$ cat src/rtl/smvm_stream_tx_if.sv
// rtl/smvm_stream_tx_if.sv - host channels, core stream and status of the SMVM stream transmitter
interface smvm_stream_tx_if;
    logic        hdr_valid;
    logic        hdr_ready;
    logic [11:0] hdr_rows;
    logic [11:0] hdr_cols;
    logic        vec_valid;
    logic        vec_ready;
    logic [7:0]  vec_data;
    logic        nz_valid;
    logic        nz_ready;
    logic [7:0]  nz_val;
    logic [11:0] nz_col;
    logic        nz_ipv;
    logic        nz_last;
    logic [7:0]  tx_val;
    logic        tx_ipv;
    logic [2:0]  tx_col;
    logic        tx_valid;
    logic        busy;
    logic        err_underrun;
    logic        err_col;

    modport master (
        output hdr_valid, hdr_rows, hdr_cols, vec_valid, vec_data,
               nz_valid, nz_val, nz_col, nz_ipv, nz_last,
        input  hdr_ready, vec_ready, nz_ready, tx_val, tx_ipv, tx_col,
               tx_valid, busy, err_underrun, err_col
    );

    modport slave (
        input  hdr_valid, hdr_rows, hdr_cols, vec_valid, vec_data,
               nz_valid, nz_val, nz_col, nz_ipv, nz_last,
        output hdr_ready, vec_ready, nz_ready, tx_val, tx_ipv, tx_col,
               tx_valid, busy, err_underrun, err_col
    );
endinterface

$ cat src/rtl/smvm_stream_tx.sv
// rtl/smvm_stream_tx.sv - SMVM job serializer with ping-pong nonzero groups; SMVM_TX_CHECK_EN adds column-range checking
module smvm_stream_tx #(
    parameter int K          = 4,
    parameter int GAP_CYCLES = 8
) (
    input logic             clk,
    input logic             rst_n,
    smvm_stream_tx_if.slave bus
);
    localparam int EW = (K > 1) ? $clog2(K) : 1;
    localparam int CW = $clog2(K + 1);
    localparam int GW = $clog2(GAP_CYCLES + 1);

    typedef enum logic [2:0] {S_IDLE, S_FILL, S_ROWS, S_COLS, S_VEC, S_NZ, S_END, S_GAP} state_t;

    state_t          state, state_nxt;
    logic [11:0]     rows_q, cols_q;
    logic [12:0]     vec_n, vec_cnt;
    logic            cur, wr, last_seen, ph;
    logic [CW-1:0]   cnt      [2];
    logic            grp_last [2];
    logic [7:0]      bval     [2][K];
    logic            bipv     [2][K];
    logic [11:0]     bcol     [2][K];
    logic [EW-1:0]   ent, wr_idx;
    logic [GW-1:0]   gap_cnt;
    logic            hdr_acc, nz_acc, nz_window, ent_valid, grp_done, valid_d;
    logic [11:0]     word_d;

    // cur is the group being emitted; the other buffer always takes new nonzeros
    assign wr        = ~cur;
    assign wr_idx    = cnt[wr][EW-1:0];
    assign vec_n     = (cols_q == 12'd0) ? 13'd4096 : {1'b0, cols_q};
    assign nz_window = (state == S_FILL) || (state == S_ROWS) || (state == S_COLS) ||
                       (state == S_VEC)  || (state == S_NZ);
    assign ent_valid = CW'(ent) < cnt[cur];
    assign grp_done  = (state == S_NZ) && ph && (ent == EW'(K - 1));

    assign bus.hdr_ready = rst_n & (state == S_IDLE);
    assign bus.vec_ready = (state == S_VEC);
    assign bus.nz_ready  = nz_window & ~last_seen & (cnt[wr] < CW'(K));
    assign bus.busy      = (state != S_IDLE);
    assign hdr_acc       = bus.hdr_valid & bus.hdr_ready;
    assign nz_acc        = bus.nz_valid & bus.nz_ready;

    always_comb begin
        state_nxt = state;
        valid_d   = 1'b0;
        word_d    = 12'd0;
        case (state)
            S_IDLE: if (hdr_acc) state_nxt = S_FILL;
            S_FILL: if (nz_acc && (bus.nz_last || cnt[wr] == CW'(K - 1))) state_nxt = S_ROWS;
            S_ROWS: begin
                valid_d   = 1'b1;
                word_d    = rows_q;
                state_nxt = S_COLS;
            end
            S_COLS: begin
                valid_d   = 1'b1;
                word_d    = cols_q;
                state_nxt = S_VEC;
            end
            S_VEC: begin
                valid_d = 1'b1;
                if (bus.vec_valid) word_d = {bus.vec_data, 4'b0000};
                if (vec_cnt == vec_n - 13'd1) state_nxt = S_NZ;
            end
            S_NZ: begin
                valid_d = 1'b1;
                if (ent_valid) word_d = ph ? bcol[cur][ent] : {bval[cur][ent], bipv[cur][ent], 3'b000};
                if (grp_done && grp_last[cur]) state_nxt = S_END;
            end
            S_END: state_nxt = S_GAP;
            S_GAP: if (gap_cnt == GW'(GAP_CYCLES - 1)) state_nxt = S_IDLE;
            default: state_nxt = S_IDLE;
        endcase
    end

    always_ff @(posedge clk or negedge rst_n) begin
        if (!rst_n) begin
            state        <= S_IDLE;
            bus.tx_valid <= 1'b0;
            bus.tx_val   <= 8'd0;
            bus.tx_ipv   <= 1'b0;
            bus.tx_col   <= 3'd0;
        end else begin
            state        <= state_nxt;
            bus.tx_valid <= valid_d;
            bus.tx_val   <= word_d[11:4];
            bus.tx_ipv   <= word_d[3];
            bus.tx_col   <= word_d[2:0];
        end
    end

    always_ff @(posedge clk or negedge rst_n) begin
        if (!rst_n) begin
            rows_q           <= 12'd0;
            cols_q           <= 12'd0;
            vec_cnt          <= 13'd0;
            cur              <= 1'b0;
            last_seen        <= 1'b0;
            ph               <= 1'b0;
            ent              <= '0;
            gap_cnt          <= '0;
            bus.err_underrun <= 1'b0;
            for (int b = 0; b < 2; b++) begin
                cnt[b]      <= '0;
                grp_last[b] <= 1'b0;
                for (int i = 0; i < K; i++) begin
                    bval[b][i] <= 8'd0;
                    bipv[b][i] <= 1'b0;
                    bcol[b][i] <= 12'd0;
                end
            end
        end else begin
            if (hdr_acc) begin
                rows_q           <= bus.hdr_rows;
                cols_q           <= bus.hdr_cols;
                vec_cnt          <= 13'd0;
                cur              <= 1'b1;
                last_seen        <= 1'b0;
                ph               <= 1'b0;
                ent              <= '0;
                bus.err_underrun <= 1'b0;
                for (int b = 0; b < 2; b++) begin
                    cnt[b]      <= '0;
                    grp_last[b] <= 1'b0;
                end
            end
            if (state == S_FILL && state_nxt == S_ROWS) cur <= 1'b0;
            if (state == S_VEC) begin
                vec_cnt <= vec_cnt + 13'd1;
                if (!bus.vec_valid) bus.err_underrun <= 1'b1;
            end
            if (state == S_NZ) begin
                ph <= ~ph;
                if (ph) ent <= (ent == EW'(K - 1)) ? '0 : ent + 1'b1;
                // padding inside a group that does not hold nz_last means the host fell behind
                if (!ph && !ent_valid && !grp_last[cur]) bus.err_underrun <= 1'b1;
            end
            if (grp_done && !grp_last[cur]) begin
                cur           <= ~cur;
                cnt[cur]      <= '0;
                grp_last[cur] <= 1'b0;
            end
            if (nz_acc) begin
                bval[wr][wr_idx] <= bus.nz_val;
                bipv[wr][wr_idx] <= bus.nz_ipv;
                bcol[wr][wr_idx] <= bus.nz_col;
                cnt[wr]          <= cnt[wr] + 1'b1;
                if (bus.nz_last) begin
                    grp_last[wr] <= 1'b1;
                    last_seen    <= 1'b1;
                end
            end
            if (state == S_END)      gap_cnt <= '0;
            else if (state == S_GAP) gap_cnt <= gap_cnt + 1'b1;
        end
    end

`ifdef SMVM_TX_CHECK_EN
    logic err_col_q;
    always_ff @(posedge clk or negedge rst_n) begin
        if (!rst_n)                                      err_col_q <= 1'b0;
        else if (hdr_acc)                                err_col_q <= 1'b0;
        else if (nz_acc && {1'b0, bus.nz_col} >= vec_n) err_col_q <= 1'b1;
    end
    assign bus.err_col = err_col_q;
`else
    assign bus.err_col = 1'b0;
`endif
endmodule
$ cat src/flat_wrapper.sv
// flat-port wrapper written by rule: the top's interface ports become plain ports
module smvm_stream_tx_flat 
#(
    parameter int K          = 4,
    parameter int GAP_CYCLES = 8
)
  (clk, rst_n, bus_hdr_valid, bus_hdr_rows, bus_hdr_cols, bus_vec_valid, bus_vec_data, bus_nz_valid, bus_nz_val, bus_nz_col, bus_nz_ipv, bus_nz_last, bus_hdr_ready, bus_vec_ready, bus_nz_ready, bus_tx_val, bus_tx_ipv, bus_tx_col, bus_tx_valid, bus_busy, bus_err_underrun, bus_err_col);
  smvm_stream_tx_if bus_i ();
  input logic clk;
  input logic rst_n;
  input wire logic [$bits(bus_i.hdr_valid)-1:0] bus_hdr_valid;
  input wire logic [$bits(bus_i.hdr_rows)-1:0] bus_hdr_rows;
  input wire logic [$bits(bus_i.hdr_cols)-1:0] bus_hdr_cols;
  input wire logic [$bits(bus_i.vec_valid)-1:0] bus_vec_valid;
  input wire logic [$bits(bus_i.vec_data)-1:0] bus_vec_data;
  input wire logic [$bits(bus_i.nz_valid)-1:0] bus_nz_valid;
  input wire logic [$bits(bus_i.nz_val)-1:0] bus_nz_val;
  input wire logic [$bits(bus_i.nz_col)-1:0] bus_nz_col;
  input wire logic [$bits(bus_i.nz_ipv)-1:0] bus_nz_ipv;
  input wire logic [$bits(bus_i.nz_last)-1:0] bus_nz_last;
  output wire logic [$bits(bus_i.hdr_ready)-1:0] bus_hdr_ready;
  output wire logic [$bits(bus_i.vec_ready)-1:0] bus_vec_ready;
  output wire logic [$bits(bus_i.nz_ready)-1:0] bus_nz_ready;
  output wire logic [$bits(bus_i.tx_val)-1:0] bus_tx_val;
  output wire logic [$bits(bus_i.tx_ipv)-1:0] bus_tx_ipv;
  output wire logic [$bits(bus_i.tx_col)-1:0] bus_tx_col;
  output wire logic [$bits(bus_i.tx_valid)-1:0] bus_tx_valid;
  output wire logic [$bits(bus_i.busy)-1:0] bus_busy;
  output wire logic [$bits(bus_i.err_underrun)-1:0] bus_err_underrun;
  output wire logic [$bits(bus_i.err_col)-1:0] bus_err_col;
  assign bus_i.hdr_valid = bus_hdr_valid;
  assign bus_i.hdr_rows = bus_hdr_rows;
  assign bus_i.hdr_cols = bus_hdr_cols;
  assign bus_i.vec_valid = bus_vec_valid;
  assign bus_i.vec_data = bus_vec_data;
  assign bus_i.nz_valid = bus_nz_valid;
  assign bus_i.nz_val = bus_nz_val;
  assign bus_i.nz_col = bus_nz_col;
  assign bus_i.nz_ipv = bus_nz_ipv;
  assign bus_i.nz_last = bus_nz_last;
  assign bus_hdr_ready = bus_i.hdr_ready;
  assign bus_vec_ready = bus_i.vec_ready;
  assign bus_nz_ready = bus_i.nz_ready;
  assign bus_tx_val = bus_i.tx_val;
  assign bus_tx_ipv = bus_i.tx_ipv;
  assign bus_tx_col = bus_i.tx_col;
  assign bus_tx_valid = bus_i.tx_valid;
  assign bus_busy = bus_i.busy;
  assign bus_err_underrun = bus_i.err_underrun;
  assign bus_err_col = bus_i.err_col;
  smvm_stream_tx #(.K(K), .GAP_CYCLES(GAP_CYCLES)) u_core (.clk(clk), .rst_n(rst_n), .bus(bus_i));
endmodule
$ cat config.mk
export PLATFORM = sky130hd
export DESIGN_NAME = smvm_stream_tx_flat
export DESIGN_NICKNAME = d
export VERILOG_FILES = /design/src/rtl/smvm_stream_tx_if.sv /design/src/rtl/smvm_stream_tx.sv /design/src/flat_wrapper.sv
export SDC_FILE = /design/constraint.sdc
export NUM_CORES = 1
export LEC_CHECK = 0
export ABC_AREA = 1
export BUFFER_PORTS_ARGS = -buffer_cell sky130_fd_sc_hd__buf_2
export CORE_UTILIZATION = 66
export CTS_CLUSTER_DIAMETER = 40
export DETAILED_ROUTE_END_ITERATION = 12
export GPL_ROUTABILITY_DRIVEN = 0
export PLACE_DENSITY = 0.85
export SLEW_MARGIN = 20
export SYNTH_ARGS = -nofsm -noshare
export SYNTH_HDL_FRONTEND = slang
export SYNTH_SLANG_ARGS = --single-unit
$ cat constraint.sdc
create_clock -name clk -period 4 [get_ports clk]
set_input_delay 0.4 -clock clk [delete_from_list [all_inputs] [get_ports clk]]
set_output_delay 0.4 -clock clk [all_outputs]
set_load 0.1 [all_outputs]
==> out/metrics.cfg <==
[cts]
worstSkewPairLatency_ns=0.55
cts_made_buffers=31
cts_tree=built
cts_max_path_buffers=3
clkTransAtPathRegs_ns=0.06
cts.repair.resized=0
cts-root-buf=clkbuf_16
clock-sinks=239
cts.htree.levels=1

[floorplanning]
core-area_um2=17400
rows=48
ios=78
start_util=0.681
die_x_um=136
die_area_um2=18500
die_h_um=136

[placement]
dp_hpwl_mm=17.9
dpl_cell_area_um2=12000
dp.cells=1644
numPortBuffers=76

[yosys]
synth_cell_types=42
syn_inst=1414
syn-num-nets=1488
synthesis.area_um2=11900
synth_top_family_by_area=simple AND/OR/NAND/NOR gates
yosys_most_used_dff=dfrtp_1
seq_area_frac_synth=0.505
synth_edf_count=0
yosys-top-cells-area=dfrtp_1, nand2_1, o21ai_1
synth_top_area_share=0.505
synth_adder_area_share=0.0158
syn_area_per_cell_um2=8.38
async_flop_share=1.00
yosys.area_share.simple=0.221
yosysWarningCount=0
synth_compound_area_frac=0.170
synth-xor-area-share=0.00813
synth_top_area_cell=dfrtp_1
synth.area.mux_share=0
ys_ff_latch=239

[global_routing]
first_global_vias=9894
overflow=0
track_usage=0.337
antenna_found_initial=0
grt_max_degree=90
grt_pass1_wl_mm=49.0

[drt]
vias=10300
wl_per_cell_um=17.6
viasPerCell=6.03
wirelength_mm=29.9
ant_nets=0
drt-initial-drc-count=1124
route.detailed.drc=0
dr.pass1.iters=6

[layout]
final_cell_mix=nand2_1, dfrtp_1, o21ai_1
multi_input_area_um2=4920
design_area_um2=13100
fillers=1295
finalNonFillerCells=1701
area_growth_syn_to_layout_pct=10.2
drive_above_1_share=0.133
n_antenna_cell=0
nets=1527
seqCellArea_um2=5980
layout_commonest_cell=nand2_1

[pwr]
power_density_nw_per_um2=865
worst_ir_drop_vdd_uv=849
p_leak_uw=0.00642
p_total_uw=11300

[timing]
setup_viol=0
fin_setup_tns_ns=0
slew-limit-headroom=0.296
hold_viol=0
tightestPinTransition_ns=1.05
max_freq_ghz=0.307
fin_crit_ns=3.26
drv_slew=0
fin_crit_sh=0.814
worst_clock_skew_ns=0.0192
rsz0062_at_grt=false

[run]
cap_violations=0

[setup_path]
arrival_ns=3.71
critPathCaptureType=register
path_buf_inv=1
required_ns=4.45
crit_type=reg2reg
cp_slowest_cell=nor2_1
path_cells=buf_4, o21ai_0, a21oi_1, nor2_1, nor2_1, nand3_1, a31oi_1
critical_path.top_delay_family=simple AND/OR/NAND/NOR gates
cp_common_cell=nor2_1
start_kind=register
max_stage_delay_ns=0.80
crit_fanout=47

[outcome]
status=complete, no violations

[min_path]
hold_path.class=in2reg

cell families (layout without fill, tap and decap cells):
logic type | Yosys count | count (layout)
simple gates | 623 | 623
xor+xnor | 11 | 11
flops | 239 | 239
buf+inv | 176 | 238
other cells | 1 | 1
fa+ha+maj | 15 | 15
compound gates | 349 | 349
Yosys cell counts, types with 2 or more instances:
master	instances
nand2_1	435
dfrtp_1	239
o21ai_1	139
nand3_1	95
inv_1	87
a21oi_1	63
nor2_1	56
o21ai_0	48
a22oi_1	37
buf_6	33
o21ai_2	31
clkbuf_1	25
buf_2	16
ha_1	15
nor3_1	12
o22ai_1	12
a31oi_1	9
nand2_4	9
xor2_1	9
buf_4	5
nand4_1	5
inv_2	4
buf_1	3
clkinv_1	2
nand2_2	2
nor2_2	2
nor2_8	2
nor3_2	2
o211ai_1	2
o31ai_1	2
xnor2_1	2
routing by layer:
metal  wire length (µm)  vias up  track usage
li1                   -     4775            -
met1              12300     4886        0.452
met2              14300      527        0.552
met3               2450       64       0.0511
met4                847        0        0.133
met5                  0        -            0
stage by stage:
step	setup WS [ns]	hold WS [ns]	util
final	0.744	0.0544	0.750
after detailed placement	0.923	0.418	0.690
after CTS	0.890	0.0408	0.750
after floorplan	0.949	0.104	-
after global routing	0.569	0.0588	0.750
after global placement	0.889	0.417	0.690
state kept, by name, summed over array words and instances (netlist names):
name	count
u_core.gap_cnt	4
u_core.bus.tx_col	3
u_core.bval	64
u_core.bcol	96
u_core.grp_last	2
u_core.cnt	6
u_core.ent	2
u_core.bus.tx_valid	1
u_core.ph	1
u_core.bipv	8
u_core.cols_q	12
u_core.rows_q	12
u_core.cur	1
u_core.state	3
u_core.bus.tx_ipv	1
u_core.vec_cnt	13
u_core.bus.tx_val	8
u_core.bus.err_underrun	1
u_core.last_seen	1
tightest hold or removal path, delay by kind of cell:
kind	cells	cell delay [ns]
simple gates	2	0.09
buf+inv	1	0.07
report_power, final:
part	switching, µW	internal (µW)
registers	715	3370
logic	3080	1400
clock network	1070	1650
worst paths after layout:
check                                      from                   end  slack [ns]  depth (start not counted)
worst min-delay path            bus_hdr_rows[8]      u_core.rows_q[8]        0.05                          3
worst min register to register  u_core.bcol[49]       u_core.bcol[49]        0.48                          2
min in group asynchronous                 rst_n     u_core.gap_cnt[1]        0.42                          2
worst max-delay path                 u_core.cur  u_core.bus.tx_val[5]        0.74                          7
worst max register to register       u_core.cur  u_core.bus.tx_val[5]        0.74                          7
max in group asynchronous                 rst_n        u_core.bval[7]        2.19                          3
final cells by class:
| class | count | share of cell area |
|---|---|---|
| Clock buffer | 39 | 0.0655 |
| Clock inverter | 17 | 0.0131 |
| Inverter | 93 | 0.0267 |
| Multi-Input combinational cell | 999 | 0.377 |
| Sequential cell | 239 | 0.458 |
| Tap cell | 225 | 0.0216 |
| Timing Repair Buffer | 89 | 0.0378 |
repair_timing:
action,CTS,global route
buffers inserted,0,0
setup endpoints to repair,0,0
hold endpoints to repair,76,0
hold buffers,1,0
No activity file was read; power rests on OpenSTA's default activity.
